**src/rtl/uart_rx_frame.sv**
```systemverilog
// UART receive framer: synchronises rx, drives the baud generator, deframes
// start/data/parity/stop into a one-entry holding register with error flags.
module uart_rx_frame #(
    parameter int DATA_BITS  = 8,
    parameter int PARITY_EN  = 0,
    parameter int PARITY_ODD = 0
) (
    input  logic                 clock,
    input  logic                 reset,
    input  logic                 rx,
    input  logic                 baud_tick,
    output logic                 baud_en,
    output logic                 baud_clr,
    output logic [DATA_BITS-1:0] rx_data,
    output logic                 rx_valid,
    input  logic                 rx_ready,
    output logic                 frame_err,
    output logic                 parity_err,
    output logic                 overrun_err,
    output logic                 busy
);

    typedef enum logic [2:0] {IDLE, START, DATA, PARITY, STOP, WAIT_HIGH} state_t;

    state_t               state, state_nxt;
    logic                 rx_m, rx_s, rx_s_q;
    logic [DATA_BITS-1:0] shift;
    logic [3:0]           bit_cnt;
    logic                 par_bad;
    logic                 tick, start_edge, last_bit, frame_done, load;

    assign tick       = baud_tick & baud_en;
    assign start_edge = rx_s_q & ~rx_s;
    assign last_bit   = (bit_cnt == 4'(DATA_BITS - 1));
    assign frame_done = (state == STOP) && tick;
    // A completing frame may land if the slot is empty or being drained this cycle
    assign load       = frame_done && (!rx_valid || rx_ready);

    assign baud_en = (state == START) || (state == DATA) || (state == PARITY) || (state == STOP);
    assign busy    = (state != IDLE);

    always_comb begin
        state_nxt = state;
        baud_clr  = 1'b0;
        case (state)
            IDLE:      if (start_edge) begin
                           baud_clr  = 1'b1;
                           state_nxt = START;
                       end
            START:     if (tick) state_nxt = rx_s ? IDLE : DATA;
            DATA:      if (tick && last_bit) state_nxt = (PARITY_EN != 0) ? PARITY : STOP;
            PARITY:    if (tick) state_nxt = STOP;
            STOP:      if (tick) state_nxt = rx_s ? IDLE : WAIT_HIGH;
            WAIT_HIGH: if (rx_s) state_nxt = IDLE;
            default:   state_nxt = IDLE;
        endcase
    end

    always_ff @(posedge clock) begin
        if (reset) begin
            rx_m        <= 1'b1;
            rx_s        <= 1'b1;
            rx_s_q      <= 1'b1;
            state       <= IDLE;
            shift       <= '0;
            bit_cnt     <= '0;
            par_bad     <= 1'b0;
            rx_data     <= '0;
            rx_valid    <= 1'b0;
            frame_err   <= 1'b0;
            parity_err  <= 1'b0;
            overrun_err <= 1'b0;
        end else begin
            rx_m   <= rx;
            rx_s   <= rx_m;
            rx_s_q <= rx_s;
            state  <= state_nxt;

            if (state == START && tick) begin
                bit_cnt <= '0;
                par_bad <= 1'b0;
            end
            // LSB arrives first, so new bits enter at the top and walk down
            if (state == DATA && tick) begin
                shift   <= {rx_s, shift[DATA_BITS-1:1]};
                bit_cnt <= bit_cnt + 4'd1;
            end
            if (state == PARITY && tick)
                par_bad <= rx_s ^ (^shift) ^ 1'(PARITY_ODD);

            if (load) begin
                rx_data    <= shift;
                rx_valid   <= 1'b1;
                frame_err  <= ~rx_s;
                parity_err <= (PARITY_EN != 0) && par_bad;
            end else begin
                if (frame_done) overrun_err <= 1'b1;
                if (rx_valid && rx_ready) begin
                    rx_valid   <= 1'b0;
                    frame_err  <= 1'b0;
                    parity_err <= 1'b0;
                end
            end
        end
    end

endmodule
```
**config.mk**
```make
export PLATFORM = sky130hd
export DESIGN_NAME = uart_rx_frame
export DESIGN_NICKNAME = d
export VERILOG_FILES = /design/src/rtl/uart_rx_frame.sv
export SDC_FILE = /design/constraint.sdc
export NUM_CORES = 1
export LEC_CHECK = 0
export CORE_MARGIN = 2
export CORE_UTILIZATION = 46
export CTS_BUF_LIST = sky130_fd_sc_hd__clkbuf_16
export CTS_CLUSTER_SIZE = 40
export DETAILED_ROUTE_END_ITERATION = 16
export GPL_TIMING_DRIVEN = 0
export PLACE_DENSITY_LB_ADDON = 0.1
export SETUP_SLACK_MARGIN = 0.4
export SYNTH_ARGS = -nofsm -noshare
export SYNTH_HDL_FRONTEND = slang
export SYNTH_SLANG_ARGS = --single-unit
```
**constraint.sdc**
```tcl
create_clock -name clock -period 1.39 [get_ports clock]
set_clock_uncertainty 0.05 [all_clocks]
set_input_delay 0.139 -clock clock [delete_from_list [all_inputs] [get_ports clock]]
set_output_delay 0.139 -clock clock [all_outputs]
set_load 0.05 [all_outputs]
```
==> results.toml, run 1 <==
[outcome]
status = "finished, violations left"
failed_checks = "setup timing"

[global_route]
grt_usage_pct = 22.1
grt_pass1_wl_um = 5430
number_of_global_route_vias_before_repair = 1107
globalRoute.totalOverflow = 0
pin_count_of_the_biggest_net_entering_global_routing = 11
antenna_violations_before_repair = 0

[detailed_routing]
detail_route.first_pass.iterations = 4
route.detailed.vias_per_inst = 5.91
detail_route.wirelength_um = 3550
detailedRoute.firstIterationViolations = 33
drc = 0
detail-route-antenna-nets = 0
post_drt_wl_per_cell_um = 17.4
detailroute.via_count = 1206

[yosys]
yosysWarnings = 0
yosys.cell_types.count = 39
cell_accounting_for_the_most_synthesized_area = "dfxtp_1"
yosys.area.top_type_share_pct = 46.4
synth.ff_latch_count = 29
postSynthAreaPerCell_um2 = 9.27
synth_cells = 135
synth_sequential_area_ratio_pct = 46.4
synth.cell_area_mm2 = 0.00125
synth_top_cells_by_area = "dfxtp_1, mux2i_1, a21oi_1, o21ai_0, nand3_1"
postSynthNetCount = 141

[cells_and_area]
stdcell_count = 204
fin_nets = 179
layout_cell_share_with_drive_strength_beyond_1_pct = 52.3
fillcell_total = 161
area_growth_syn_to_layout_pct = 62.0
finish.utilization_pct = 80.4
n_antenna_cell = 0

[die]
placement_rows = 18
core_box_area_mm2 = 0.00252
initial_utilization_pct = 49.6
fp.dieW_um = 56.2
i_o_pin_cnt = 20
dieArea_mm2 = 0.00315
die_h_um = 56.2

[critical_path]
worstPathRequired_ns = 1.47
worst_r2r_endpoint = "shift[6]"
regToRegSetupSlack_ns = -0.21
cp_max_fo = 6
worst-setup-path-type = "flop to flop"
worstSetupStartpoint = "state[2]"
timing.rr.start = "state[2]"
worst_setup_path_end_kind = "flop"
critical_path.endpoint = "shift[6]"
arrival_ns = 1.68
worstSetupStartpointType = "flop"
worst-r2r-cell-count = 7

[sta]
timing_max_transition_violations_final = 0
final_min_period_over_clock_period_pct = 115
setup_total_negative_slack_ns = -2.50
worst_hold_slack_ns = 0.185
post-route-min-period_ns = 1.60
fmax_mhz = 623
grt_setup_unrepaired = "yes"
finalSetupViolCount = 17
finalHoldViolations = 0
fin_ws_ns = -0.215

[clock_network]
clk_latency_ns = 0.27
number_of_buffers_added_by_the_clock_tree_synthesis_step = 5
numClockSinks = 29
cts.reportedPaths.clkPinSlew_ns = 0.05
max-clock-path-buffers = 2
ctsHtreeMaxLevel = 2
clockRootBuffer = "clkbuf_16"
clock_tree_from_tritoncts = "built"

[placement]
post-dp-hpwl_um = 1750
dp_worst_setup_slack_ns = -0.534
gp_routability_congestion = 0.804
dpl.cell_count = 182
port_buffers = 17

[worst_hold_path]
holdPathStages = 3
hold_path.class = "input port to flop"

[power_and_ir_drop]
worst_vdd_drop_v = 0.00126
pwr_density_cell_mw_per_mm2 = 1050
power.static_leakage_nw = 0.723

[run]
cap_violations = 0
cells in the mapped netlist (all sizes together):
cell type	instances
nand3b	1
buf	8
a32o	1
nand4bb	1
o22ai	1
dfxtp	29
and4bb	1
a311oi	2
nor2b	3
o2111ai	1
a41oi	1
or2	4
xnor2	1
mux2i	8
or3	1
o21a	1
inv	1
nor2	11
and4b	1
nand2	3
nor4b	1
nand3	9
clkbuf	5
nor3	2
o21ai	12
conb	1
nor4bb	1
o32ai	1
a21oi	14
nand2b	5
o31ai	2
and2	1
ha	1
layout make-up:
class	count	area, um^2	share of cell area (%)
Multi-Input combinational cell	92	756	37.3
Inverter	1	3.75	0.185
Clock buffer	5	125	6.17
Tap cell	30	37.5	1.85
Timing Repair Buffer	31	353	17.4
Clock inverter	3	37.5	1.85
Buffer	13	119	5.86
Sequential cell	29	596	29.4
power breakdown:
part | internal [mW] | switching, mW | total, mW
clock network | 0.829 | 0.340 | 1.17
registers | 0.835 | 0.00463 | 0.839
logic | 0.0517 | 0.0654 | 0.117
total | 1.72 | 0.410 | 2.13
what timing repair did:
item	CTS	global route
gates resized for setup	120	16
pin swaps	14	5
cloned	2	0
hold buffers	0	0
endpoints found under the setup margin	42	39
buffers inserted	9	3
routing by layer:
| layer | global-route usage [%] | wire, um |
|---|---|---|
| met5 | 0 | 0 |
| met4 | 7.14 | 125 |
| met3 | 5.81 | 182 |
| met2 | 39.2 | 1780 |
| met1 | 25.8 | 1460 |
worst max-delay path: stages (launching register included):
cell and delay [ns]:
dfxtp_2 0.32, buf_6 0.11, buf_6 0.12, and4bb_4 0.38, buf_12 0.12, buf_12 0.11
mux2i_1 0.18, nor2_1 0.08
how the worst min path moves through the flow:
stage	startpoint	to	slack, ns
2_1_floorplan	rx	rx_m	0.19
4_1_cts	baud_tick	state[2]	0.16
6_report	baud_tick	state[2]	0.18
3_5_place_dp	rx_m	rx_s	0.34
3_3_place_gp	rx_m	rx_s	0.34
5_1_grt	baud_tick	state[2]	0.20
flip-flops by register name (all words and copies together), names as in the netlist:
name         flops
bit_cnt          4
frame_err        1
overrun_err      1
rx_data          8
rx_m             1
rx_s             1
rx_s_q           1
rx_valid         1
shift            8
state            3
cells by family after synthesis:
logic type	synth area share, %
AND/OR/NAND/NOR	20.9
flip-flops	46.4
multiplexers	6.40
other	0.300
buffers and inverters	6.80
adder cells (fa/ha/maj)	1.00
XOR/XNOR	0.700
AO/OA/AOI/OAI	17.5
cell usage in the layout (no fill, tap or decap), types with 6 or more instances in the layout:
cell	n
dfxtp_1	21
nor2_1	11
a21oi_2	9
nand3_2	8
buf_4	9
buf_6	21
o21ai_0	11
dfxtp_2	6
mux2i_1	7
stage by stage:
stage                     power [mW]  cell area, um^2
after floorplan                0.921             1370
after global placement         0.946             1580
after detailed placement       0.947             1580
after CTS                       2.13             1940
after global routing            2.18             2030
final                           2.13             2030
Power figures use the tool's default switching activity.
==> run 2: changes to the inputs <==
CELL_PAD_IN_SITES_DETAIL_PLACEMENT = 1   (was default)
CELL_PAD_IN_SITES_GLOBAL_PLACEMENT = 1   (was default)
CORE_MARGIN = 3   (was 2)
CORE_UTILIZATION = 35   (was 46)
CTS_CLUSTER_DIAMETER = 150   (was default)
==> run 2 against run 1 <==
Clock power barely moved. Sequential share of layout area shrank 0.99 points. Power up 1.7%. Largest power group unchanged. Via count shrank 1.3%. Clock-buffer cell count did not move. Cell count is 11% higher. The run still ends with setup timing left. Critical path depth stayed put. Critical endpoint is now shift[3]. Global-route usage grew 0.62 points.
==> results.toml, run 2 (synthesis gave the netlist of run 1 again) <==
[outcome]
status = "finished, violations left"
failed_checks = "setup timing"

[sta]
grt_setup_unrepaired = "yes"
timing_max_transition_violations_final = 0
final_min_period_over_clock_period_pct = 116
fmax_mhz = 621
post-route-min-period_ns = 1.61
finalHoldViolations = 0
worst_hold_slack_ns = 0.191
setup_total_negative_slack_ns = -3.50
finalSetupViolCount = 25
fin_ws_ns = -0.221

[die]
die_h_um = 65.8
dieArea_mm2 = 0.00433
placement_rows = 21
core_box_area_mm2 = 0.00339
initial_utilization_pct = 36.9
fp.dieW_um = 65.8
i_o_pin_cnt = 20

[detailed_routing]
detail_route.wirelength.met1_um = 1780
route.detailed.vias_per_inst = 5.27
detail-route-antenna-nets = 0
detailroute.via_count = 1190
detailedRoute.firstIterationViolations = 29
detail_route.wirelength_um = 4250
met2WireLength_um = 2240
drc = 0
detail_route.first_pass.iterations = 4
post_drt_wl_per_cell_um = 18.8
maxUsedRoutingLayer = "met4"
met3RoutedLength_um = 122

[cells_and_area]
mostFrequentLayoutCell = "buf_6"
area_growth_syn_to_layout_pct = 71.2
stdcell_count = 226
layout_cell_share_with_drive_strength_beyond_1_pct = 58.9
fin_nets = 185
final_cell_mix = "buf_6, dfxtp_1, dfxtp_2, buf_4, o21ai_0"
finish.utilization_pct = 63.2
fillcell_total = 348
largestRegisters = "rx_data: 8 flops, shift: 8 flops, bit_cnt: 4 flops"
n_antenna_cell = 0

[global_route]
grt_usage_pct = 22.8
antenna_violations_before_repair = 0
pin_count_of_the_biggest_net_entering_global_routing = 11
number_of_global_route_vias_before_repair = 1296
globalRoute.totalOverflow = 0
grt_pass1_wl_um = 7100

[placement]
dpl.cell_count = 198
post-dp-hpwl_um = 2160
gp_routability_congestion = 0.739
port_buffers = 17

[power_and_ir_drop]
worst_vdd_drop_v = 0.000799
power.static_leakage_nw = 0.768
pwr_density_cell_mw_per_mm2 = 1010
power.total_mw = 2.16

[clock_network]
clockRootBuffer = "clkbuf_16"
max-clock-path-buffers = 2
numClockSinks = 29
number_of_buffers_added_by_the_clock_tree_synthesis_step = 5
cts.reportedPaths.clkPinSlew_ns = 0.05
ctsHtreeMaxLevel = 2
clock_tree_from_tritoncts = "built"
clk_latency_ns = 0.27

[worst_hold_path]
hp-start = "baud_tick"
holdPathStages = 3
hold_path.class = "input port to flop"

[critical_path]
cp_common_cell = "buf_6"
worstSetupStartpointType = "flop"
critical_path_buf_inv_count = 4
path_delay_family = "buffers and inverters"
worstSetupStartpoint = "state[2]"
cp_max_fo = 5
slowest_stage = "and4bb_4"
timing.rr.start = "state[2]"
worstPathRequired_ns = 1.49
arrival_ns = 1.71
crit_chain = "buf_6 > buf_6 > and4bb_4 > buf_12 > buf_16 > mux2i_1 > nor2_1"
worst-r2r-cell-count = 7
crit_cells = 7
worst-setup-path-type = "flop to flop"
cpPeakStageDelay_ns = 0.39
worst_setup_path_end_kind = "flop"

[run]
cap_violations = 0
-- run 2: cell count changes in the layout (fill, tap and decap cells not counted), moves of 3 or more --
| cell | change |
|---|---|
| dfxtp_1 | -8 |
| dfxtp_2 | +7 |
| buf_4 | +3 |
| buf_6 | +3 |
-- run 2: power by group --
| group | leakage [nW] | internal (mW) | total [mW] | switching [mW] |
|---|---|---|---|---|
| clock network | 0.0826 | 0.830 | 1.19 | 0.359 |
| logic | 0.442 | 0.0615 | 0.134 | 0.0728 |
| registers | 0.243 | 0.832 | 0.838 | 0.00593 |
| total | 0.768 | 1.72 | 2.16 | 0.438 |
-- run 2: cell type report --
class / count / area, um^2 / area share, %
Buffer: 13 / 125 / 5.84
Sequential cell: 29 / 608 / 28.4
Multi-Input combinational cell: 92 / 781 / 36.4
Timing Repair Buffer: 37 / 404 / 18.9
Clock buffer: 5 / 125 / 5.84
Inverter: 1 / 3.75 / 0.175
Tap cell: 46 / 57.6 / 2.69
Clock inverter: 3 / 37.5 / 1.75
-- run 2: path summary, 6_finish.rpt --
check | to | slack (ns)
worst max-delay path | shift[3] | -0.22
worst min-delay path | state[2] | 0.19
worst max register to register | shift[3] | -0.22
worst min register to register | rx_s | 0.39
-- run 2: stage by stage --
step,instance area (um^2),setup WS [ns]
after CTS,2050,-0.242
after detailed placement,1600,-0.559
after floorplan,1370,-0.0907
after global placement,1600,-0.535
after global routing,2140,-0.272
final,2140,-0.221
-- run 2: timing repair --
action | 4_1_cts | 5_1_grt
pin swaps | 12 | 8
gates cloned | 1 | 0
buffers inserted | 15 | 4
endpoints found under the hold margin | 0 | 0
hold buffers | 0 | 0
endpoints found under the setup margin | 42 | 41
gates resized for setup | 131 | 21
-- run 2: metal layers --
layer / track usage [%] / up-vias
met5: 0 / -
met4: 10.4 / 0
met3: 5.95 / 10
met2: 39.7 / 20
met1: 25.7 / 592
li1: - / 568
-- run 2: worst min-delay path: stages --
cell and delay (ns):
buf_2 0.18, o2111ai_2 0.09, a21oi_2 0.06
==> run 3: changes to the inputs <==
SETUP_SLACK_MARGIN = 0.15   (was 0.4)
==> run 3 against run 2 <==
The flow still finishes with violations (setup timing). Clock-buffer cell count unchanged. Worst hold slack better by 0.0060 ns. Sequential power rose by 0.5%. Setup slack better by 0.027 ns. Largest cell class unchanged. Critical endpoint is now baud_clr. Non-clock buffer count fell by 11. Utilization down 9.3 points. Largest power group unchanged. First-iteration DRC count rose by 130%. Via count decreased by 7.5%. Global-route usage down 4.7 points. Sequential cell count unchanged. Sequential share of layout area increased by 3.8 points. Final area decreased by 15%.
==> results.toml, run 3 (synthesis gave the netlist of run 1 again) <==
[detailed_routing]
detail_route.first_pass.iterations = 4
route.detailed.vias_per_inst = 5.12
detail_route.wirelength_um = 3480
post_drt_wl_per_cell_um = 16.2
drc = 0
detailroute.via_count = 1101
detail-route-antenna-nets = 0
detailedRoute.firstIterationViolations = 66

[cells_and_area]
layout_cell_share_with_drive_strength_beyond_1_pct = 37.3
mostFrequentLayoutCell = "dfxtp_1"
fin_nets = 174
final_cell_mix = "dfxtp_1, o21ai_0, nor2_1, a21oi_1, clkdlybuf4s15_2"
final_cell_area_mm2 = 0.00183
finish.utilization_pct = 53.9
area_growth_syn_to_layout_pct = 46.0
n_antenna_cell = 0
largestRegisters = "rx_data: 8 flops, shift: 8 flops, bit_cnt: 4 flops"
fillcell_total = 366

[clock_network]
max-clock-path-buffers = 2
cts.reportedPaths.clkPinSlew_ns = 0.05
ctsHtreeMaxLevel = 2
clk_latency_ns = 0.28
number_of_buffers_added_by_the_clock_tree_synthesis_step = 5
cts_hold_buffers = 0
clock_tree_from_tritoncts = "built"
clockRootBuffer = "clkbuf_16"
numClockSinks = 29

[global_route]
grt_pass1_wl_um = 5800
top_usage_layer = "met2"
number_of_global_route_vias_before_repair = 1169
grt_usage_pct = 18.1
grt.met1_usage_pct = 20.3
met3_global_route_usage_pct = 5.78
pin_count_of_the_biggest_net_entering_global_routing = 11
antenna_violations_before_repair = 0
global_route.usage.met2_pct = 30.9
globalRoute.totalOverflow = 0

[critical_path]
slowest_stage = "dfxtp_2"
regToRegSetupSlack_ns = -0.17
arrival_ns = 1.39
cp_max_fo = 4
crit_chain = "buf_6 > or2_4 > nor4b_4 > buf_6"
path_delay_family = "simple AND/OR/NAND/NOR gates"
worstSetupStartpointType = "flop"
worstPathRequired_ns = 1.20
cp_common_cell = "buf_6"
worst_setup_path_end_kind = "output pin"
critical_path_buf_inv_count = 2
worstSetupStartpoint = "state[0]"
worst-setup-path-type = "flop to output pin"
timing.rr.start = "state[0]"
cpPeakStageDelay_ns = 0.32

[die]
die_h_um = 65.8
core_box_area_mm2 = 0.00339
initial_utilization_pct = 36.9
i_o_pin_cnt = 20
placement_rows = 21
fp.dieW_um = 65.8
dieArea_mm2 = 0.00433

[outcome]
status = "finished, violations left"
failed_checks = "setup timing"

[placement]
gp_routability_congestion = 0.738
placed_area_mm2 = 0.00152
port_buffers = 17
post-dp-hpwl_um = 2090

[sta]
finalHoldViolations = 0
final_min_period_over_clock_period_pct = 114
finalSetupViolCount = 22
fmax_mhz = 631
post-route-min-period_ns = 1.58
fin_ws_ns = -0.194
grt_setup_unrepaired = "yes"
worst_hold_slack_ns = 0.197
timing_max_transition_violations_final = 0

[power_and_ir_drop]
pwr_density_cell_mw_per_mm2 = 1080
worst_vdd_drop_v = 0.000834
power.static_leakage_nw = 0.649

[worst_hold_path]
hold_path.class = "input port to flop"
hp-start = "baud_tick"

[run]
cap_violations = 0
run 3: final timing paths:
check	to	cells after the start
worst min-delay path	state[2]	3
worst max-delay path	baud_clr	4
worst max register to register	shift[6]	6
worst min register to register	rx_s	1
run 3: cell type report:
type	instances	area, um^2	share of cell area [%]
flip-flops and latches	29	588	32.2
well taps	46	57.6	3.15
multi-input cells	92	657	36.0
clock inverters	3	12.5	0.685
plain buffers	13	106	5.82
inverters	1	3.75	0.205
clock buffers	5	125	6.85
repair buffers	26	277	15.1
run 3: per-layer routing:
| metal | wire, um | share of wire [%] | vias to the layer above |
|---|---|---|---|
| met1 | 1510 | 43 | 542 |
| met5 | 0 | 0 | - |
| met3 | 96 | 2.8 | 5 |
| met2 | 1810 | 52 | 13 |
| li1 | - | - | 541 |
| met4 | 61 | 1.8 | 0 |
run 3: stage by stage:
step / TNS [ns] / total power [mW] / worst slack, ns / instances
3_3_place_gp: -8.69 / 0.949 / -0.541 / 198
5_1_grt: -3.50 / 2.03 / -0.232 / 215
6_report: -2.09 / 1.97 / -0.194 / 215
2_1_floorplan: -0.0911 / 0.923 / -0.0911 / 135
4_1_cts: -2.05 / 1.98 / -0.200 / 212
3_5_place_dp: -9.92 / 0.952 / -0.559 / 198
run 3: tightest hold or removal path, stage by stage:
cell and delay (ns):
buf_2 0.16, o2111ai_1 0.10, a21oi_1 0.07
run 3: timing repair:
| action | CTS | global route |
|---|---|---|
| setup endpoints to repair | 40 | 29 |
| cloned | 0 | 1 |
| gates resized for setup | 66 | 11 |
| pin swaps | 5 | 5 |
| buffers inserted | 6 | 2 |
run 3: report_power, final:
| part | switching [mW] | total [mW] | internal, mW |
|---|---|---|---|
| sequential | 0.00437 | 0.842 | 0.838 |
| combinational | 0.0604 | 0.105 | 0.0449 |
| clock | 0.376 | 1.02 | 0.645 |
